$ cat config.mk
export PLATFORM = sky130hd
export DESIGN_NAME = load_store_unit
export DESIGN_NICKNAME = d
export VERILOG_FILES = /design/src/rtl/load_store_unit.sv
export SDC_FILE = /design/constraint.sdc
export NUM_CORES = 1
export LEC_CHECK = 0
export BUFFER_PORTS_ARGS = -buffer_cell sky130_fd_sc_hd__buf_2
export CELL_PAD_IN_SITES_DETAIL_PLACEMENT = 0
export CELL_PAD_IN_SITES_GLOBAL_PLACEMENT = 1
export CORE_MARGIN = 3
export CORE_UTILIZATION = 41
export DETAILED_ROUTE_END_ITERATION = 7
export GPL_ROUTABILITY_DRIVEN = 0
export HOLD_SLACK_MARGIN = 0.08
export PLACE_DENSITY = 0.9
export SYNTH_ARGS = -nofsm -noshare
export SYNTH_HDL_FRONTEND = slang
export SYNTH_SLANG_ARGS = --single-unit
$ cat constraint.sdc
create_clock -name clk -period 3.2 [get_ports clk]
set_input_delay 0.32 -clock clk [delete_from_list [all_inputs] [get_ports clk]]
set_output_delay 0.32 -clock clk [all_outputs]
set_load 0.005 [all_outputs]
$ cat src/rtl/load_store_unit.sv
// Data-memory access stage: runs one request/grant/response bus transaction per
// load/store, stalls the core while busy and returns extended load data.
module load_store_unit #(
  parameter int TIMEOUT = 16
) (
  input  logic        clk,
  input  logic        srst_n,
  input  logic        mem_r,
  input  logic        mem_w,
  input  logic [2:0]  funct3,
  input  logic [31:0] addr,
  input  logic [31:0] wdata,
  output logic [31:0] read_data,
  output logic        stall,
  output logic        access_err,
  output logic        bus_err,
  output logic        bus_req,
  output logic        bus_we,
  output logic [31:0] bus_addr,
  output logic [3:0]  bus_be,
  output logic [31:0] bus_wdata,
  input  logic        bus_gnt,
  input  logic        bus_rvalid,
  input  logic [31:0] bus_rdata
);

  typedef enum logic [1:0] {IDLE, REQ, WAIT, DONE} state_t;

  localparam logic [7:0] WD_LAST = 8'(TIMEOUT - 1);

  state_t      state, state_nxt;
  logic [2:0]  f3_q;
  logic [1:0]  off_q;
  logic [7:0]  wd_cnt;
  logic        strobe, f3_ok, aligned, legal, start, abort, ld_done;
  logic [3:0]  be_d;
  logic [31:0] wdata_d, ld_ext;
  logic [7:0]  byte_sel;
  logic [15:0] half_sel;

  // Access decode on the live strobes from the datapath
  always_comb begin
    strobe = mem_r | mem_w;
    if (mem_w) f3_ok = (funct3[2] == 1'b0) && (funct3[1:0] != 2'b11);
    else       f3_ok = funct3 inside {3'b000, 3'b001, 3'b010, 3'b100, 3'b101};
    case (funct3[1:0])
      2'b01:   aligned = ~addr[0];
      2'b10:   aligned = (addr[1:0] == 2'b00);
      default: aligned = 1'b1;
    endcase
    legal = ~(mem_r & mem_w) & f3_ok & aligned;
    case (funct3[1:0])
      2'b00: begin
        be_d    = 4'b0001 << addr[1:0];
        wdata_d = {4{wdata[7:0]}};
      end
      2'b01: begin
        be_d    = addr[1] ? 4'b1100 : 4'b0011;
        wdata_d = {2{wdata[15:0]}};
      end
      default: begin
        be_d    = 4'b1111;
        wdata_d = wdata;
      end
    endcase
  end

  assign start      = (state == IDLE) & strobe & legal;
  assign stall      = srst_n & strobe & legal & (state != DONE);
  assign access_err = srst_n & (state == IDLE) & strobe & ~legal;

  always_comb begin
    state_nxt = state;
    abort     = 1'b0;
    ld_done   = 1'b0;
    case (state)
      IDLE: if (start) state_nxt = REQ;
      REQ: begin
        if (bus_gnt) state_nxt = bus_we ? DONE : WAIT;
        else if (wd_cnt == WD_LAST) begin
          state_nxt = DONE;
          abort     = 1'b1;
        end
      end
      WAIT: begin
        // Completion wins over a watchdog expiring in the same cycle
        if (bus_rvalid) begin
          state_nxt = DONE;
          ld_done   = 1'b1;
        end else if (wd_cnt == WD_LAST) begin
          state_nxt = DONE;
          abort     = 1'b1;
        end
      end
      default: state_nxt = IDLE;
    endcase
  end

  always_comb begin
    byte_sel = bus_rdata[{off_q, 3'b000} +: 8];
    half_sel = off_q[1] ? bus_rdata[31:16] : bus_rdata[15:0];
    case (f3_q)
      3'b000:  ld_ext = {{24{byte_sel[7]}}, byte_sel};
      3'b001:  ld_ext = {{16{half_sel[15]}}, half_sel};
      3'b100:  ld_ext = {24'd0, byte_sel};
      3'b101:  ld_ext = {16'd0, half_sel};
      default: ld_ext = bus_rdata;
    endcase
  end

  always_ff @(posedge clk or negedge srst_n) begin
    if (!srst_n) begin
      state     <= IDLE;
      wd_cnt    <= 8'd0;
      bus_req   <= 1'b0;
      bus_we    <= 1'b0;
      bus_addr  <= 32'd0;
      bus_be    <= 4'd0;
      bus_wdata <= 32'd0;
      f3_q      <= 3'd0;
      off_q     <= 2'd0;
      read_data <= 32'd0;
      bus_err   <= 1'b0;
    end else begin
      state   <= state_nxt;
      bus_err <= abort;
      if (start) begin
        bus_req   <= 1'b1;
        bus_we    <= mem_w;
        bus_addr  <= {addr[31:2], 2'b00};
        bus_be    <= be_d;
        bus_wdata <= wdata_d;
        f3_q      <= funct3;
        off_q     <= addr[1:0];
        wd_cnt    <= 8'd0;
      end else if (state == REQ || state == WAIT) begin
        wd_cnt <= wd_cnt + 8'd1;
      end
      if (state == REQ && state_nxt != REQ) bus_req <= 1'b0;
      if (ld_done)              read_data <= ld_ext;
      else if (abort && !bus_we) read_data <= 32'd0;
    end
  end

endmodule

==> results.yml <==
job:
  drv_cap: 0
cts:
  cts_max_level: 4
  clkLatencyLatePin_ps: 410
  cts_made_buffers: 17
  cts_tree: "yes"
  clock-root-buffer: "clkbuf_16"
  clkSlewWorstSetupHoldPaths_ps: 50
  cts_sinks: 116
  cts_buffer_depth: 2
global_route:
  grt_pass1_wl_mm: 25.0
  grt_pass1_vias: 4912
  grt_max_degree: 86
  track_usage_pct: 21.3
  grt_overflow_total: 0
  antenna_found_initial: 0
logic_synthesis:
  ys_seq_area_share_pct: 51.8
  synth_cell_types: 56
  synthCells: 480
  synth_top_cell_area_share_pct: 51.8
  synth-edff-count: 0
  ys_dominant_reg_cell: "dfrtp_1"
  ys_ff_latch: 116
  post-synth-top-area-cell: "dfrtp_1"
  synth_area_leaders: "dfrtp_1 (52%), mux2_2 (7.4%), o21ai_0 (6.9%), a221o_1 (4.1%), mux4_2 (2.4%)"
  synthTopCellsByCount: "dfrtp_1 (116), o21ai_0 (77), mux2_2 (37)"
  synth_area_per_cell_um2: 11.7
  synth.most_common_cell: "dfrtp_1"
  syn_area_mm2: 0.00560
  ys_warn_count: 0
  async_flop_share_pct: 100
placed_design:
  dp_hpwl_mm: 11.8
  io_buffers: 207
  post-place-ws_ps: 434
  dp.cells: 839
layout:
  drive_above_1_share_pct: 43.5
  area_growth_pct: 30.6
  fin_cells: 870
  fillers: 1160
  antenna_cells: 0
  nets: 798
drt:
  wl_per_cell_um: 18.3
  first_pass_iters: 5
  drt_iter0_markers: 309
  routed_wl_mm: 15.9
  drtAntennaViolNets: 0
  vias_per_cell: 5.58
  drc: 0
  vias: 4857
outcome:
  status: "complete, no violations"
hold_path:
  hold_end: "bus_addr[29]"
  hold_start: "addr[29]"
  hold_path.class: "input pin to flip-flop"
  hold_path_depth: 2
worst_setup_path:
  timing.rr.end: "read_data[9]"
  reg2reg_from: "state[0]"
  r2r_setup_slack_ps: 610
  path_class: "flip-flop to flip-flop"
  path_cells: "inv_1 -> ha_1 -> and2_1 -> o21ai_2 -> buf_4 -> a21o_1"
  crit_fanout: 26
  critPathLaunchType: "flip-flop"
  r2r_cells: 6
  worstPathRequired_ps: 3550
  cpPeakStageDelay_ps: 960
  cp-end-kind: "flip-flop"
  crit_arrival_ps: 2930
  cp_slowest_cell: "o21ai_2"
floorplan:
  fp-row-count: 42
  dieHeight_um: 123
  io_pins: 210
  coreArea_mm2: 0.0133
  die-area_mm2: 0.0151
  start_util_pct: 42.1
  die_w_um: 123
sta:
  worstMarginPinSlew_ps: 1160
  finalSetupViolations: 0
  setup_slack_ps: 614
  holdWs_ps: 121
  finalHoldViolCount: 0
  skew_ps: 4.38
  fmax_mhz: 387
  min_period_ps: 2590
  slew_violations: 0
  tns_ps: 0
  rsz0062_at_grt: "false"
  fin_crit_sh_pct: 80.8
  max_slew_margin_pct: 22.8
power_and_ir_drop:
  total_power_mw: 6.91
  leakage_nw: 3.53
  peakVddDrop_mv: 0.486
  power_density_mw_per_mm2: 945
==> logic make-up after synthesis <==
group,count (synthesis),share of synthesized area (%)
multiplexers,59,13.0
XOR/XNOR,7,1.09
AO/OA/AOI/OAI,169,20.9
buffers and inverters,50,4.47
AND/OR/NAND/NOR,68,6.44
adder cells (fa/ha/maj),10,2.23
other,1,0.0670
flip-flops,116,51.8
==> area by class of cell <==
cell class	instances	area (um^2)	area share (%)
Sequential cell	116	2900	39.7
Multi-Input combinational cell	315	2450	33.6
Timing Repair Buffer	217	1130	15.4
Clock buffer	26	499	6.83
Tap cell	176	220	3.01
Inverter	16	60.1	0.821
Clock inverter	4	47.5	0.650
==> layout by cell type (no fill, tap or decap), drive strengths merged, types with 3 or more instances in the layout <==
master   count
a21o         9
a21oi       11
a221o       30
a221oi       8
a22oi        9
a31oi        3
and3         6
buf        216
clkbuf      26
clkinv       3
dfrtp      116
ha          10
inv         15
mux2        48
mux2i        5
mux4         6
nand2       16
nand2b       8
nand3        3
nor2        16
nor2b        5
nor3         4
o21ai       83
o2bb2ai      3
xnor2        4
xor2         3
==> registers in the layout, indices dropped and copies added (netlist names) <==
register,cells
bus_err,1
wd_cnt,8
read_data,32
bus_wdata,32
bus_addr,30
off_q,2
bus_req,1
bus_be,4
f3_q,3
state,2
bus_we,1
==> worst max-delay path: cells and delay by family, from the launching register on <==
kind / cells / cell delay [ps]
buffers and inverters: 2 / 400
DFF: 1 / 390
AOI/OAI and AO/OA: 2 / 1080
adders and majority gates: 1 / 290
and+or+nand+nor: 1 / 340
==> worst max-delay path by stage <==
| stage | from | to | slack [ps] |
|---|---|---|---|
| floorplan | funct3[1] | bus_addr[20] | 970 |
| global placement | funct3[1] | bus_addr[25] | 530 |
| detailed placement | funct3[1] | bus_addr[21] | 430 |
| CTS | off_q[1] | read_data[26] | 610 |
| global route | off_q[1] | read_data[24] | 480 |
| finish | state[0] | read_data[9] | 610 |
==> where the power goes <==
| group | switching, mW | internal (mW) | total (mW) |
|---|---|---|---|
| combinational | 1.16 | 1.31 | 2.47 |
| clock | 0.610 | 1.14 | 1.75 |
| sequential | 0.511 | 2.18 | 2.69 |
| total | 2.29 | 4.63 | 6.91 |
==> repair_timing <==
action                    in CTS  in global routing
setup buffers                  0                  0
resized for setup              0                  0
hold endpoints to repair      31                  0
hold buffers                   1                  0
==> routing by layer <==
layer | GRT usage, % | part of all wire, %
met3 | 6.96 | 9.4
met5 | 0 | 0
met2 | 35.5 | 48
met4 | 6.58 | 1.2
met1 | 26.3 | 41
==> through the flow <==
| step | util [%] | area [um^2] |
|---|---|---|
| after floorplan | - | 5600 |
| after global placement | 50.8 | 6760 |
| after detailed placement | 50.8 | 6760 |
| after CTS | 55.0 | 7310 |
| after global routing | 55.0 | 7310 |
| final | 55.0 | 7310 |
(Power assumes the default switching activity.)
